$ cat src/rtl/mem_cmd_pkg.sv
`timescale 1ns/1ps
// Shared opcode, FSM state and header-layout definitions for the memory
// command engine.
package mem_cmd_pkg;

  typedef enum logic [1:0] {
    OP_NOP = 2'b00,
    OP_WR  = 2'b01,
    OP_RD  = 2'b10,
    OP_ILL = 2'b11
  } op_e;

  typedef enum logic [2:0] {
    S_HDR,
    S_ADDR,
    S_WDATA,
    S_RD_ISSUE,
    S_RD_WAIT,
    S_RD_OUT
  } state_e;

  // Header byte: opcode in the top two bits, (length-1) below it.
  localparam int HDR_OP_MSB  = 7;
  localparam int HDR_OP_W    = 2;
  localparam int HDR_LEN_MSB = 5;

endpackage

$ cat src/rtl/mem_cmd_if.sv
`timescale 1ns/1ps
// Bundles the FIFO read port, BRAM port, read-return stream and status
// signals of the memory command engine.
interface mem_cmd_if #(
  parameter int ADDR_W = 8,
  parameter int DATA_W = 8
);
  logic [DATA_W-1:0] fifo_data_out;
  logic              fifo_empty;
  logic              fifo_r_en;
  logic [ADDR_W-1:0] bram_addr;
  logic [DATA_W-1:0] bram_wdata;
  logic              bram_we;
  logic [DATA_W-1:0] bram_rdata;
  logic [DATA_W-1:0] rd_data;
  logic              rd_valid;
  logic              rd_ready;
  logic              busy;
  logic              cmd_done;
  logic              err_illegal;

  modport master (
    input  fifo_data_out, fifo_empty, bram_rdata, rd_ready,
    output fifo_r_en, bram_addr, bram_wdata, bram_we,
           rd_data, rd_valid, busy, cmd_done, err_illegal
  );

  modport slave (
    output fifo_data_out, fifo_empty, bram_rdata, rd_ready,
    input  fifo_r_en, bram_addr, bram_wdata, bram_we,
           rd_data, rd_valid, busy, cmd_done, err_illegal
  );
endinterface

$ cat src/rtl/fifo_rd_adapter.sv
`timescale 1ns/1ps
// Turns the registered-read FIFO port into a one-deep b_valid/b_ready byte
// stream; at most one pop is ever in flight or held.
module fifo_rd_adapter #(
  parameter int DATA_W = 8
) (
  input  logic              clk,
  input  logic              rst_n,
  input  logic [DATA_W-1:0] fifo_data_out,
  input  logic              fifo_empty,
  output logic              fifo_r_en,
  output logic              b_valid,
  output logic [DATA_W-1:0] b_data,
  input  logic              b_ready
);
  logic              run_q, run_d;
  logic              pend_q, pend_d;
  logic              hold_q, hold_d;
  logic [DATA_W-1:0] data_q, data_d;

  // run_q keeps the pop strobe low while reset is asserted; a byte being
  // released this cycle frees the holding register for the next pop.
  always_comb begin
    fifo_r_en = run_q && !fifo_empty && !pend_q && (!hold_q || b_ready);
    run_d     = 1'b1;
    pend_d    = fifo_r_en;
    hold_d    = hold_q;
    data_d    = data_q;
    if (hold_q && b_ready) begin
      hold_d = 1'b0;
    end
    if (pend_q) begin
      hold_d = 1'b1;
      data_d = fifo_data_out;
    end
  end

  always_ff @(posedge clk or negedge rst_n) begin
    if (!rst_n) begin
      run_q  <= 1'b0;
      pend_q <= 1'b0;
      hold_q <= 1'b0;
      data_q <= '0;
    end else begin
      run_q  <= run_d;
      pend_q <= pend_d;
      hold_q <= hold_d;
      data_q <= data_d;
    end
  end

  assign b_valid = hold_q;
  assign b_data  = data_q;

endmodule

$ cat src/rtl/mem_cmd_engine.sv
`timescale 1ns/1ps
// Parses header/address/data command bytes from the FIFO and performs burst
// writes and reads on the BRAM, returning read bytes on a valid/ready stream.
module mem_cmd_engine
  import mem_cmd_pkg::*;
#(
  parameter int ADDR_W = 8,
  parameter int DATA_W = 8,
  parameter int LEN_W  = DATA_W - 2
) (
  input  logic clk_mem,
  input  logic reset,
  mem_cmd_if.master bus
);
  localparam int CNT_W = LEN_W + 1;

  logic              b_valid;
  logic [DATA_W-1:0] b_data;
  logic              b_ready;
  op_e               hdr_op;

  state_e            state_q, state_d;
  op_e               op_q, op_d;
  logic [CNT_W-1:0]  cnt_q, cnt_d;
  logic [ADDR_W-1:0] addr_q, addr_d;
  logic [ADDR_W-1:0] bram_addr_q, bram_addr_d;
  logic [DATA_W-1:0] bram_wdata_q, bram_wdata_d;
  logic              bram_we_q, bram_we_d;
  logic [DATA_W-1:0] rd_data_q, rd_data_d;
  logic              rd_valid_q, rd_valid_d;
  logic              cmd_done_q, cmd_done_d;
  logic              err_q, err_d;

  fifo_rd_adapter #(.DATA_W(DATA_W)) u_adapter (
    .clk           (clk_mem),
    .rst_n         (reset),
    .fifo_data_out (bus.fifo_data_out),
    .fifo_empty    (bus.fifo_empty),
    .fifo_r_en     (bus.fifo_r_en),
    .b_valid       (b_valid),
    .b_data        (b_data),
    .b_ready       (b_ready)
  );

  assign hdr_op = op_e'(b_data[HDR_OP_MSB -: HDR_OP_W]);

  always_comb begin
    state_d      = state_q;
    op_d         = op_q;
    cnt_d        = cnt_q;
    addr_d       = addr_q;
    bram_addr_d  = bram_addr_q;
    bram_wdata_d = bram_wdata_q;
    bram_we_d    = 1'b0;
    rd_data_d    = rd_data_q;
    rd_valid_d   = rd_valid_q;
    cmd_done_d   = 1'b0;
    err_d        = err_q;
    b_ready      = 1'b0;

    unique case (state_q)
      S_HDR: begin
        b_ready = 1'b1;
        if (b_valid) begin
          unique case (hdr_op)
            OP_WR, OP_RD: begin
              op_d    = hdr_op;
              cnt_d   = CNT_W'(b_data[HDR_LEN_MSB:0]) + CNT_W'(1);
              state_d = S_ADDR;
            end
            OP_ILL:  err_d = 1'b1;
            OP_NOP:  ;
            default: ;
          endcase
        end
      end
      S_ADDR: begin
        b_ready = 1'b1;
        if (b_valid) begin
          addr_d = ADDR_W'(b_data);
          if (op_q == OP_WR) begin
            state_d = S_WDATA;
          end else begin
            // Address is registered on entry so the BRAM samples it during S_RD_ISSUE.
            bram_addr_d = ADDR_W'(b_data);
            state_d     = S_RD_ISSUE;
          end
        end
      end
      S_WDATA: begin
        b_ready = 1'b1;
        if (b_valid) begin
          bram_we_d    = 1'b1;
          bram_addr_d  = addr_q;
          bram_wdata_d = b_data;
          addr_d       = addr_q + ADDR_W'(1);
          cnt_d        = cnt_q - CNT_W'(1);
          if (cnt_q == CNT_W'(1)) begin
            cmd_done_d = 1'b1;
            state_d    = S_HDR;
          end
        end
      end
      S_RD_ISSUE: state_d = S_RD_WAIT;
      S_RD_WAIT: begin
        rd_data_d  = bus.bram_rdata;
        rd_valid_d = 1'b1;
        state_d    = S_RD_OUT;
      end
      S_RD_OUT: begin
        if (bus.rd_ready) begin
          rd_valid_d = 1'b0;
          addr_d     = addr_q + ADDR_W'(1);
          cnt_d      = cnt_q - CNT_W'(1);
          if (cnt_q == CNT_W'(1)) begin
            cmd_done_d = 1'b1;
            state_d    = S_HDR;
          end else begin
            bram_addr_d = addr_q + ADDR_W'(1);
            state_d     = S_RD_ISSUE;
          end
        end
      end
      default: state_d = S_HDR;
    endcase
  end

  always_ff @(posedge clk_mem or negedge reset) begin
    if (!reset) begin
      state_q      <= S_HDR;
      op_q         <= OP_NOP;
      cnt_q        <= '0;
      addr_q       <= '0;
      bram_addr_q  <= '0;
      bram_wdata_q <= '0;
      bram_we_q    <= 1'b0;
      rd_data_q    <= '0;
      rd_valid_q   <= 1'b0;
      cmd_done_q   <= 1'b0;
      err_q        <= 1'b0;
    end else begin
      state_q      <= state_d;
      op_q         <= op_d;
      cnt_q        <= cnt_d;
      addr_q       <= addr_d;
      bram_addr_q  <= bram_addr_d;
      bram_wdata_q <= bram_wdata_d;
      bram_we_q    <= bram_we_d;
      rd_data_q    <= rd_data_d;
      rd_valid_q   <= rd_valid_d;
      cmd_done_q   <= cmd_done_d;
      err_q        <= err_d;
    end
  end

  assign bus.bram_addr   = bram_addr_q;
  assign bus.bram_wdata  = bram_wdata_q;
  assign bus.bram_we     = bram_we_q;
  assign bus.rd_data     = rd_data_q;
  assign bus.rd_valid    = rd_valid_q;
  assign bus.busy        = (state_q != S_HDR);
  assign bus.cmd_done    = cmd_done_q;
  assign bus.err_illegal = err_q;

endmodule

$ cat src/flat_wrapper.sv
// flat-port wrapper written by rule: the top's interface ports become plain ports
module mem_cmd_engine_flat import mem_cmd_pkg::*;
#(
  parameter int ADDR_W = 8,
  parameter int DATA_W = 8,
  parameter int LEN_W  = DATA_W - 2
)
  (clk_mem, reset, bus_fifo_data_out, bus_fifo_empty, bus_bram_rdata, bus_rd_ready, bus_fifo_r_en, bus_bram_addr, bus_bram_wdata, bus_bram_we, bus_rd_data, bus_rd_valid, bus_busy, bus_cmd_done, bus_err_illegal);
  mem_cmd_if #(.ADDR_W(ADDR_W), .DATA_W(DATA_W)) bus_i ();
  input  logic clk_mem;
  input  logic reset;
  input wire logic [$bits(bus_i.fifo_data_out)-1:0] bus_fifo_data_out;
  input wire logic [$bits(bus_i.fifo_empty)-1:0] bus_fifo_empty;
  input wire logic [$bits(bus_i.bram_rdata)-1:0] bus_bram_rdata;
  input wire logic [$bits(bus_i.rd_ready)-1:0] bus_rd_ready;
  output wire logic [$bits(bus_i.fifo_r_en)-1:0] bus_fifo_r_en;
  output wire logic [$bits(bus_i.bram_addr)-1:0] bus_bram_addr;
  output wire logic [$bits(bus_i.bram_wdata)-1:0] bus_bram_wdata;
  output wire logic [$bits(bus_i.bram_we)-1:0] bus_bram_we;
  output wire logic [$bits(bus_i.rd_data)-1:0] bus_rd_data;
  output wire logic [$bits(bus_i.rd_valid)-1:0] bus_rd_valid;
  output wire logic [$bits(bus_i.busy)-1:0] bus_busy;
  output wire logic [$bits(bus_i.cmd_done)-1:0] bus_cmd_done;
  output wire logic [$bits(bus_i.err_illegal)-1:0] bus_err_illegal;
  assign bus_i.fifo_data_out = bus_fifo_data_out;
  assign bus_i.fifo_empty = bus_fifo_empty;
  assign bus_i.bram_rdata = bus_bram_rdata;
  assign bus_i.rd_ready = bus_rd_ready;
  assign bus_fifo_r_en = bus_i.fifo_r_en;
  assign bus_bram_addr = bus_i.bram_addr;
  assign bus_bram_wdata = bus_i.bram_wdata;
  assign bus_bram_we = bus_i.bram_we;
  assign bus_rd_data = bus_i.rd_data;
  assign bus_rd_valid = bus_i.rd_valid;
  assign bus_busy = bus_i.busy;
  assign bus_cmd_done = bus_i.cmd_done;
  assign bus_err_illegal = bus_i.err_illegal;
  mem_cmd_engine #(.ADDR_W(ADDR_W), .DATA_W(DATA_W), .LEN_W(LEN_W)) u_core (.clk_mem(clk_mem), .reset(reset), .bus(bus_i));
endmodule
$ cat config.mk
export PLATFORM = sky130hd
export DESIGN_NAME = mem_cmd_engine_flat
export DESIGN_NICKNAME = d
export VERILOG_FILES = /design/src/rtl/mem_cmd_pkg.sv /design/src/rtl/mem_cmd_if.sv /design/src/rtl/fifo_rd_adapter.sv /design/src/rtl/mem_cmd_engine.sv /design/src/flat_wrapper.sv
export SDC_FILE = /design/constraint.sdc
export NUM_CORES = 1
export LEC_CHECK = 0
export BUFFER_PORTS_ARGS = -buffer_cell sky130_fd_sc_hd__buf_4
export CORE_MARGIN = 8
export CORE_UTILIZATION = 63
export CTS_BUF_LIST = sky130_fd_sc_hd__clkbuf_8
export CTS_CLUSTER_DIAMETER = 120
export DETAILED_ROUTE_END_ITERATION = 6
export PLACE_DENSITY = 0.84
export SYNTH_ARGS = -nofsm -noshare
export SYNTH_HDL_FRONTEND = slang
export SYNTH_SLANG_ARGS = --single-unit
export TNS_END_PERCENT = 1
$ cat constraint.sdc
create_clock -name clk_mem -period 2.5 [get_ports clk_mem]
set_input_delay 0.125 -clock clk_mem [delete_from_list [all_inputs] [get_ports clk_mem]]
set_output_delay 0.125 -clock clk_mem [all_outputs]
set_load 0.05 [all_outputs]
==> flow_summary.toml <==
[run_status]
status = "complete, no violations"

[logic_synthesis]
synth.distinct_cells = 55
syn_area_mm2 = 0.00312
async_reset_ff_frac = 1.00
synth_cells = 304
synth_top_cell_by_area = "dfrtp_1"
synth_edf_count = 0
synth_nets = 329
ys_seq_elements = 59
yosys_warnings = 0
avgSynthCellArea_um2 = 10.3
ys.flop_type = "dfrtp_1"
yosysSeqAreaShare = 0.473
synth.area.top_cells = "dfrtp_1 47%, mux2_2 9.0%, a21oi_1 3.8%"
synth_top_area_frac = 0.473

[power_and_ir_drop]
p_int_mw = 2.97
power_density_mw_per_mm2 = 1530
switching_power_mw = 2.68
peakVddDrop_mv = 1.11
seqPwrFrac = 0.339
pwr-share-clk = 0.156
comb_power_share = 0.505
switching_share = 0.475
finalPower_mw = 5.65
total_leakage_power_nw = 1.67

[cells_and_area]
antenna_cells = 0
drive_above_1_share = 0.289
fin_nets = 375
final_common_cell = "dfrtp_1"
final_cell_mix = "59 x dfrtp_1, 49 x buf_4, 26 x nand2_1"
postLayoutCoreUtil = 0.776
syn_to_final_growth_pct = 18.2

[clocking]
cts-root-buf = "clkbuf_8"
cts_sinks = 59
cts_tree = "yes"
htreeDepth = 3
clock_latency_ps = 340
numCtsBuffers = 9
path_clk_slew_ps = 70
max-clock-path-buffers = 2

[routing]
drt_iter0_drc = 194
drc = 0
route.vias.total = 2473
antenna_left = 0
drt_pass1_iterations = 5
post_drt_wl_per_cell_um = 17.4
viasPerCell = 5.89
drt_wl_total_um = 7310

[floorplan]
dieArea_mm2 = 0.00746
core_region_area_mm2 = 0.00475
die_x_um = 86.4
fp-row-count = 25
dieHeight_um = 86.4
start_util = 0.657
ios = 50

[worst_setup_path]
required_ps = 2380
critPathKind = "reg -> out"
crit_path_start_kind = "register"
cp_num_buf_inv = 1
crit_slowest_cell = "dfrtp_1"
crit_chain = "nand2b_1, a21o_1, nor3b_1, buf_4"
end_kind = "primary output"
critPathMaxStageDelay_ps = 620
cp.arrival_ps = 1980
cp_top_family = "flip-flops"
path_max_fanout = 22

[grt]
grt_use_total = 0.207
grt_first_pass_wirelength_um = 12100
grt_remaining_overflow = 0
antenna_found_initial = 0
grt_pass1_vias = 2500
grt_max_degree = 60

[timing]
slew_headroom = 0.523
rsz0062_at_grt = "no"
max_freq_ghz = 0.476
setup_tns_ps = 0
setup_viol = 0
slew_violations = 0
hold_violations = 0
post-route-min-period_ps = 2100
worst_slew_pin_slew_ps = 715
period_share = 0.841
fin_skew_ps = 9.07

[placed_design]
dpl.hpwl_um = 5100
gp_congestion = 0.932
port_buffers = 49

[min_path]
hold_class = "in -> reg"

[flow_run]
maxCapViolations = 0
state kept, by name (all words and copies together), names as in the netlist:
| name | count |
|---|---|
| u_core.addr_q | 8 |
| u_core.bus.bram_addr | 8 |
| u_core.bus.bram_wdata | 8 |
| u_core.bus.rd_data | 8 |
| u_core.u_adapter.b_data | 8 |
| u_core.cnt_q | 7 |
| u_core.state_q | 3 |
| u_core.op_q | 2 |
| u_core.bus.bram_we | 1 |
| u_core.bus.cmd_done | 1 |
| u_core.bus.err_illegal | 1 |
| u_core.bus.rd_valid | 1 |
| u_core.u_adapter.b_valid | 1 |
| u_core.u_adapter.pend_q | 1 |
| u_core.u_adapter.run_q | 1 |
metrics by stage:
step / worst slack (ps) / hold WS [ps] / instance area [um2] / instances
after floorplan: 82.0 / -171 / 3120 / 304
after global placement: 505 / 226 / 3460 / 403
after detailed placement: 465 / 232 / 3460 / 403
after CTS: 369 / 10.2 / 3690 / 420
after global routing: 300 / 8.72 / 3690 / 420
final: 397 / 19.8 / 3690 / 420
layout make-up:
class	count	area, um2
Tap cell	67	83.8
Inverter	9	33.8
Sequential cell	59	1480
Fill cell	319	1060
Clock buffer	12	165
Multi-Input combinational cell	219	1500
Timing Repair Buffer	52	398
Clock inverter	2	35.0
power groups by stage:
stage | sequential, mW | combinational, mW | clock, mW
2_1_floorplan | 2.38 | 1.66 | 0
3_3_place_gp | 1.89 | 2.78 | 0
3_5_place_dp | 1.91 | 2.84 | 0
4_1_cts | 1.90 | 2.86 | 0.898
5_1_grt | 1.98 | 3.08 | 0.939
6_report | 1.91 | 2.85 | 0.883
cell families (layout without fill, tap and decap cells):
| logic type | after synthesis | count (layout) | share of synthesized area |
|---|---|---|---|
| buffers and inverters | 26 | 75 | 0.0473 |
| and+or+nand+nor | 94 | 94 | 0.162 |
| muxes | 28 | 28 | 0.0998 |
| AOI/OAI and AO/OA | 85 | 85 | 0.180 |
| adders and majority gates | 5 | 5 | 0.0200 |
| DFF | 59 | 59 | 0.473 |
| xor gates and xnor gates | 6 | 6 | 0.0168 |
| other | 1 | 1 | 0.00120 |
what timing repair did:
item | CTS | global route
endpoints found under the hold margin | 61 | 0
gates resized for setup | 0 | 0
hold buffers | 3 | 0
setup buffers | 0 | 0
Yosys cell counts, drive strengths merged (3+ instances only):
master and count:
nand2b 6, mux2i 3, o221ai 4, nor3 4, o22ai 4, nand3 11
a21oi 24, nand2 27, xor2 4, inv 9, dfrtp 59, ha 5
a31oi 3, clkbuf 3, o21ai 28, a21o 3, o21a 3, mux2 25
nor3b 5, and3 6, or3 3, nor2 22, buf 14
routing by layer:
metal | vias to the layer above | GRT usage | routed length (um) | share of wire
met5 | - | 0 | 0 | 0
li1 | 1185 | - | - | -
met3 | 16 | 0.0558 | 432 | 0.059
met2 | 79 | 0.328 | 3560 | 0.49
met1 | 1193 | 0.256 | 3160 | 0.43
met4 | 0 | 0.0923 | 162 | 0.022
final timing paths:
path,start,endpoint,slack (ps),cells past startpoint
worst max-delay path,u_core.state_q[2],bus_fifo_r_en,400,4
worst min-delay path,bus_bram_rdata[7],u_core.bus.rd_data[7],20,2
worst max register to register,u_core.state_q[1],u_core.cnt_q[5],420,5
worst min register to register,u_core.bus.err_illegal,u_core.bus.err_illegal,480,1
max in group asynchronous,reset,u_core.cnt_q[1],1630,2
min in group asynchronous,reset,u_core.bus.bram_addr[7],390,2
No activity file was read; power rests on OpenSTA's default activity.
